==> config.mk <==
export PLATFORM = sky130hd
export DESIGN_NAME = riscv_muldiv_unit
export DESIGN_NICKNAME = d
export VERILOG_FILES = /design/src/rtl/riscv_muldiv_pkg.sv /design/src/rtl/riscv_muldiv_unit.sv
export SDC_FILE = /design/constraint.sdc
export NUM_CORES = 1
export LEC_CHECK = 0
export BUFFER_PORTS_ARGS = -buffer_cell sky130_fd_sc_hd__buf_4
export CAP_MARGIN = 20
export CORE_AREA = 3 3 208 210
export CTS_CLUSTER_SIZE = 16
export DETAILED_ROUTE_END_ITERATION = 6
export DIE_AREA = 0 0 211 213
export SYNTH_ARGS = -nofsm -noshare
export SYNTH_HDL_FRONTEND = slang
export SYNTH_SLANG_ARGS = --single-unit
==> constraint.sdc <==
create_clock -name clk -period 7.7 [get_ports clk]
set_input_delay 1.155 -clock clk [delete_from_list [all_inputs] [get_ports clk]]
set_output_delay 1.155 -clock clk [all_outputs]
set_load 0.01 [all_outputs]
==> src/rtl/riscv_muldiv_pkg.sv <==
// Shared types and encodings for the RV32M/RV64M iterative multiply/divide unit.
package riscv_muldiv_pkg;

  typedef enum logic [1:0] {
    IDLE = 2'd0,
    MUL  = 2'd1,
    DIV  = 2'd2,
    DONE = 2'd3
  } muldiv_state_t;

  localparam logic [2:0] F3_MUL    = 3'b000;
  localparam logic [2:0] F3_MULH   = 3'b001;
  localparam logic [2:0] F3_MULHSU = 3'b010;
  localparam logic [2:0] F3_MULHU  = 3'b011;
  localparam logic [2:0] F3_DIV    = 3'b100;
  localparam logic [2:0] F3_DIVU   = 3'b101;
  localparam logic [2:0] F3_REM    = 3'b110;
  localparam logic [2:0] F3_REMU   = 3'b111;

  localparam logic [6:0] MULDIV_FUNCT7 = 7'b0000001;

endpackage

==> src/rtl/riscv_muldiv_unit.sv <==
// Iterative multiply/divide unit: shift-add multiply and restoring divide on operand
// magnitudes, sharing one 2*DATA_W shift register, RADIX_LOG2 bits retired per cycle.
module riscv_muldiv_unit
  import riscv_muldiv_pkg::*;
#(
  parameter int unsigned DATA_W     = 32,
  parameter int unsigned REG_W      = 5,
  parameter int unsigned RADIX_LOG2 = 1
) (
  input  logic              clk,
  input  logic              reset,
  input  logic              start,
  input  logic              kill,
  input  logic [2:0]        funct3,
  input  logic [DATA_W-1:0] rs1,
  input  logic [DATA_W-1:0] rs2,
  input  logic [REG_W-1:0]  rd_in,
  output logic              busy,
  output logic              done,
  output logic [DATA_W-1:0] result,
  output logic [REG_W-1:0]  rd_out
);

  localparam int unsigned STEPS = DATA_W / RADIX_LOG2;
  localparam int unsigned CNT_W = $clog2(STEPS + 1);
  localparam logic [CNT_W-1:0]  CNT_INIT = CNT_W'(STEPS);
  localparam logic [CNT_W-1:0]  CNT_ONE  = CNT_W'(1);
  localparam logic [DATA_W-1:0] MIN_VAL  = {1'b1, {(DATA_W-1){1'b0}}};

  muldiv_state_t           state_q, state_d;
  logic [2:0]              op_q, op_d;
  logic [REG_W-1:0]        rd_q, rd_d;
  logic [DATA_W-1:0]       opd_q, opd_d;
  logic [2*DATA_W-1:0]     acc_q, acc_d;
  logic                    neg_q, neg_d;
  logic [CNT_W-1:0]        cnt_q, cnt_d;
  logic [DATA_W-1:0]       result_q, result_d;
  logic [REG_W-1:0]        rd_out_q, rd_out_d;

  // Operand conditioning at launch.
  logic                    a_signed, b_signed, sa, sb, neg_start;
  logic [DATA_W-1:0]       mag_a, mag_b;
  logic                    div_zero, div_ovf, special;
  logic [DATA_W-1:0]       special_res;

  always_comb begin
    a_signed  = (funct3 == F3_MULH) || (funct3 == F3_MULHSU) ||
                (funct3 == F3_DIV)  || (funct3 == F3_REM);
    b_signed  = (funct3 == F3_MULH) || (funct3 == F3_DIV) || (funct3 == F3_REM);
    sa        = a_signed & rs1[DATA_W-1];
    sb        = b_signed & rs2[DATA_W-1];
    mag_a     = sa ? -rs1 : rs1;
    mag_b     = sb ? -rs2 : rs2;
    // Remainder follows the dividend; products and quotients follow the sign XOR.
    neg_start = (funct3 == F3_REM) ? sa : (sa ^ sb);
    div_zero  = (rs2 == '0);
    div_ovf   = ~funct3[0] & (rs1 == MIN_VAL) & (rs2 == {DATA_W{1'b1}});
    special   = funct3[2] & (div_zero | div_ovf);
    if (div_zero) begin
      special_res = funct3[1] ? rs1 : {DATA_W{1'b1}};
    end else begin
      special_res = funct3[1] ? '0 : rs1;
    end
  end

  // One iteration of each datapath, computed from the shared accumulator.
  logic [DATA_W+RADIX_LOG2-1:0] mul_sum;
  logic [2*DATA_W-1:0]          mul_next, div_next;
  logic [DATA_W:0]              rem_w;
  logic [DATA_W-1:0]            quo_w;

  always_comb begin
    mul_sum = {{RADIX_LOG2{1'b0}}, acc_q[2*DATA_W-1:DATA_W]};
    for (int j = 0; j < RADIX_LOG2; j++) begin
      if (acc_q[j]) begin
        mul_sum = mul_sum + ({{RADIX_LOG2{1'b0}}, opd_q} << j);
      end
    end
    mul_next = {mul_sum, acc_q[DATA_W-1:RADIX_LOG2]};

    rem_w = {1'b0, acc_q[2*DATA_W-1:DATA_W]};
    quo_w = acc_q[DATA_W-1:0];
    for (int j = 0; j < RADIX_LOG2; j++) begin
      rem_w = {rem_w[DATA_W-1:0], quo_w[DATA_W-1]};
      quo_w = {quo_w[DATA_W-2:0], 1'b0};
      if (rem_w >= {1'b0, opd_q}) begin
        rem_w    = rem_w - {1'b0, opd_q};
        quo_w[0] = 1'b1;
      end
    end
    div_next = {rem_w[DATA_W-1:0], quo_w};
  end

  // Sign-corrected final value, used only on the last iteration.
  logic [2*DATA_W-1:0] prod_fix;
  logic [DATA_W-1:0]   quo_fix, rem_fix, fin_res;

  always_comb begin
    prod_fix = neg_q ? -mul_next : mul_next;
    quo_fix  = neg_q ? -div_next[DATA_W-1:0] : div_next[DATA_W-1:0];
    rem_fix  = neg_q ? -div_next[2*DATA_W-1:DATA_W] : div_next[2*DATA_W-1:DATA_W];
    if (!op_q[2]) begin
      fin_res = (op_q[1:0] == 2'b00) ? prod_fix[DATA_W-1:0] : prod_fix[2*DATA_W-1:DATA_W];
    end else begin
      fin_res = op_q[1] ? rem_fix : quo_fix;
    end
  end

  always_comb begin
    state_d  = state_q;
    op_d     = op_q;
    rd_d     = rd_q;
    opd_d    = opd_q;
    acc_d    = acc_q;
    neg_d    = neg_q;
    cnt_d    = cnt_q;
    result_d = result_q;
    rd_out_d = rd_out_q;
    case (state_q)
      IDLE: begin
        if (start) begin
          op_d  = funct3;
          rd_d  = rd_in;
          neg_d = neg_start;
          cnt_d = CNT_INIT;
          if (!funct3[2]) begin
            opd_d   = mag_a;
            acc_d   = {{DATA_W{1'b0}}, mag_b};
            state_d = MUL;
          end else begin
            opd_d = mag_b;
            acc_d = {{DATA_W{1'b0}}, mag_a};
            if (special) begin
              state_d  = DONE;
              result_d = special_res;
              rd_out_d = rd_in;
            end else begin
              state_d = DIV;
            end
          end
        end
      end
      MUL, DIV: begin
        acc_d = (state_q == MUL) ? mul_next : div_next;
        cnt_d = cnt_q - CNT_ONE;
        if (cnt_q == CNT_ONE) begin
          state_d  = DONE;
          result_d = fin_res;
          rd_out_d = rd_q;
        end
      end
      DONE:    state_d = IDLE;
      default: state_d = IDLE;
    endcase
    // A flush must not disturb the last committed result.
    if (kill) begin
      state_d  = IDLE;
      result_d = result_q;
      rd_out_d = rd_out_q;
    end
  end

  always_ff @(posedge clk) begin
    if (reset) begin
      state_q  <= IDLE;
      op_q     <= '0;
      rd_q     <= '0;
      opd_q    <= '0;
      acc_q    <= '0;
      neg_q    <= 1'b0;
      cnt_q    <= '0;
      result_q <= '0;
      rd_out_q <= '0;
    end else begin
      state_q  <= state_d;
      op_q     <= op_d;
      rd_q     <= rd_d;
      opd_q    <= opd_d;
      acc_q    <= acc_d;
      neg_q    <= neg_d;
      cnt_q    <= cnt_d;
      result_q <= result_d;
      rd_out_q <= rd_out_d;
    end
  end

  assign busy   = (state_q != IDLE);
  assign done   = (state_q == DONE);
  assign result = result_q;
  assign rd_out = rd_out_q;

endmodule

==> results.cfg <==
[setup_path]
worst_setup_sp_type = flip-flop
worstSetupPathType = flip-flop to flip-flop
cp_max_fo = 14
worstPathRequired_ns = 8.04
setup.worst_path.end_class = flip-flop
arrival_ns = 6.67

[power]
clkPwrFrac = 0.265
pwr_density_cell_nw_per_um2 = 169
power_switching_uw = 1590
power.switching_fraction = 0.464
max_vdd_drop_v = 0.000165
p_comb_frac = 0.462
p_seq_frac = 0.273
leakage_power_figure_uw = 0.00759
cell_internal_pwr_uw = 1840

[sta]
final_critical_path_setup_slack_ns = 1.38
fmax_ghz = 0.158
period_share = 0.821
setup_repair_after_global_routing_missed_its_margin = false
totalNegativeSetupSlack_ns = 0
finalClockSkew_ns = 0.0136
setup_viol = 0
timing.final.hold_violations = 0
tightestPinTransition_ns = 1.13
final-max-slew-violation-count = 0
shortest_clock_period_the_worst_path_allows_after_layout_ns = 6.32
hold_ws_ns = 0.461
relative_max_transition_margin = 0.229

[clocking]
clock-root-buffer = sky130_fd_sc_hd__clkbuf_16
ctsLongestPathBuffers = 2
tritoncts = done
cts.sink_count = 150
post_cts.resized_instances = 0
clk_pin_slew_worst_paths_ns = 0.07
cts_made_buffers = 17
ctsHoldBuffers = 0
htree_levels = 4
clock_latency_ns = 0.50
post-cts-setup-buffer-count = 0

[synth]
number_of_warnings_issued_by_yosys = 0
synth_flop_cell = sky130_fd_sc_hd__dfxtp_1
synthDistinctLibCells = 88
netlist_area_um2 = 18700
synth_nets = 2897
synth_enable_flop_cells = 0
syn_area_per_cell_um2 = 6.80
gate_count_of_the_mapped_netlist = 2744
yosys_register_bits = 150
yosysSeqAreaShare = 0.161
async_flop_share = 0

[detailed_routing]
drt_iter0_drc = 2936
drt_pass1_iterations = 6
detail_route.wirelength_um = 88200
route.antenna.remaining_nets = 0
detail_route.drc_violations = 0
num_vias = 22004
routed_via_density = 6.77
post_drt_wl_per_cell_um = 27.2

[cells_and_area]
drive_above_1_share = 0.102
insertedDiodeCount = 0
finish.net_count = 2849
fillCellCount = 4306
seq_area_um2 = 3010
final_util = 0.486
footprint_of_the_multi_input_gates_um2 = 14500
areaGrowthSynthToFinish_pct = 8.82

[die]
floorplan.initialDensity = 0.447
design.die.area_um2 = 44900
die_w_um = 211
die_height_um = 213
io-pin-count = 115
core_region_area_um2 = 41800
std_cell_rows = 75

[job]
drv_cap = 0

[min_path]
hold_path.class = flip-flop to flip-flop

[global_routing]
first_global_vias = 20175
first_pass_grt_wire_length_um = 131000
grt_max_degree = 83
grt_overflow = 0
grt_antenna_before_repair = 1
grt_usage = 0.385

[placed_design]
dpl_worst_slack_ns = 1.67
portBuffers = 114
globalplace.congestion = 1.03
dp_hpwl_um = 67800

[status]
status = finished clean
-- logic make-up (layout without fill, tap and decap cells) --
group / Yosys count / in the layout / synth area share
AOI/OAI and AO/OA: 888 / 888 / 0.320
xor gates and xnor gates: 144 / 144 / 0.0676
and+or+nand+nor: 1051 / 1051 / 0.264
muxes: 108 / 108 / 0.0613
DFF: 150 / 150 / 0.161
buffers and inverters: 308 / 273 / 0.0640
adders and majority gates: 95 / 95 / 0.0621
-- critical path: stages, from the launching register on --
cell and delay, ns:
sky130_fd_sc_hd__dfxtp_1 0.66, sky130_fd_sc_hd__inv_1 0.16, sky130_fd_sc_hd__ha_1 0.22, sky130_fd_sc_hd__nand2b_1 0.18, sky130_fd_sc_hd__a211oi_1 0.55, sky130_fd_sc_hd__o21ai_1 0.35
sky130_fd_sc_hd__a311o_1 0.60, sky130_fd_sc_hd__nand2_2 0.33, sky130_fd_sc_hd__mux2i_1 0.36, sky130_fd_sc_hd__ha_1 0.24, sky130_fd_sc_hd__inv_1 0.08, sky130_fd_sc_hd__nor4b_1 0.49
sky130_fd_sc_hd__a41oi_1 0.25, sky130_fd_sc_hd__a311oi_1 0.49, sky130_fd_sc_hd__nor4_1 0.10, sky130_fd_sc_hd__a221o_1 0.33, sky130_fd_sc_hd__a311oi_1 0.60, sky130_fd_sc_hd__a211oi_1 0.17
-- synthesized netlist by cell type (all sizes together) (14+ instances only) --
library cell  number  share of area
o211ai            52          0.021
nor4              32          0.011
o31ai             34          0.014
a22oi             16         0.0064
and2              17         0.0057
xnor2             70          0.033
buf               34         0.0089
inv               78          0.016
o221ai            16         0.0075
nand4             46          0.016
a31oi             32          0.011
nor3             127          0.035
xor2              74          0.035
o21a              16         0.0064
o21ai            152          0.041
nor2             327          0.066
nand2            305          0.061
mux2              40          0.024
a21oi            225          0.060
nand3             45          0.012
a2111oi           16         0.0082
or4               19         0.0076
a21boi            16         0.0064
a311oi            21         0.0099
dfxtp            150           0.16
a21o              31          0.012
a211oi           122          0.050
or3               38          0.013
mux2i             67          0.036
nor2b             14         0.0047
and3              23         0.0077
ha                75          0.050
nand2b            19         0.0064
clkbuf           193          0.039
maj3              18         0.0097
-- flip-flops by register name, summed over array words and instances (netlist names) --
name and flops:
acc_q 64, cnt_q 6, neg_q 1, op_q 3, opd_q 32, rd_out 5
rd_q 5, result 32, state_q 2
-- power by group through the flow --
stage | sequential (uW) | clock (uW) | combinational [uW]
after CTS | 928 | 918 | 1540
after detailed placement | 946 | 0 | 1530
final | 935 | 908 | 1590
after floorplan | 869 | 0 | 1070
after global placement | 944 | 0 | 1520
after global routing | 938 | 945 | 1690
-- per-layer routing --
layer  track usage  share of wire  routed length [um]  vias up
met5             0        0.00019                  17        -
met4         0.204          0.059                5200        2
met3        0.0874           0.11                9390      254
met2         0.597           0.43               38100     1237
met1         0.501           0.40               35600    10388
li1              -              -                   -    10123
-- path summary, 6_finish.rpt --
path	cells after the start	slack, ns	endpoint	start
hold / removal	2	0.46	rd_q[4]$_SDFFE_PP0P_	rd_q[4]$_SDFFE_PP0P_
setup reg to reg	17	1.38	result[12]$_SDFFE_PP0P_	acc_q[31]$_SDFFE_PP0P_
setup / recovery	17	1.38	result[12]$_SDFFE_PP0P_	acc_q[31]$_SDFFE_PP0P_
hold reg to reg	2	0.46	rd_q[4]$_SDFFE_PP0P_	rd_q[4]$_SDFFE_PP0P_
-- placed cells by master (no fill, tap or decap), drive strengths merged, types with 31 or more instances in the layout --
cell,n
a21o,31
inv,85
nand3,45
nor4,32
dfxtp,150
o31ai,34
nand2,305
o211ai,52
ha,75
nor3,127
buf,158
a211oi,122
a21oi,225
nand4,46
o21ai,152
a31oi,32
mux2i,67
nor2,327
or3,38
mux2,40
xnor2,70
xor2,74
-- stage by stage --
step	power, uW	cell area [um^2]	std cells
floorplan	1940	18700	2744
global placement	2460	19700	3214
detailed placement	2480	19700	3214
CTS	3390	20300	3246
global route	3580	20300	3248
finish	3430	20300	3248
-- layout make-up --
| type | count | area share |
|---|---|---|
| multi-input combinational | 2286 | 0.715 |
| timing repair buffer | 160 | 0.0590 |
| inverter | 81 | 0.0150 |
| sequential | 150 | 0.148 |
| clock buffer | 18 | 0.0211 |
| tap | 539 | 0.0332 |
| clock inverter | 14 | 0.00813 |
Power figures use the tool's default switching activity.
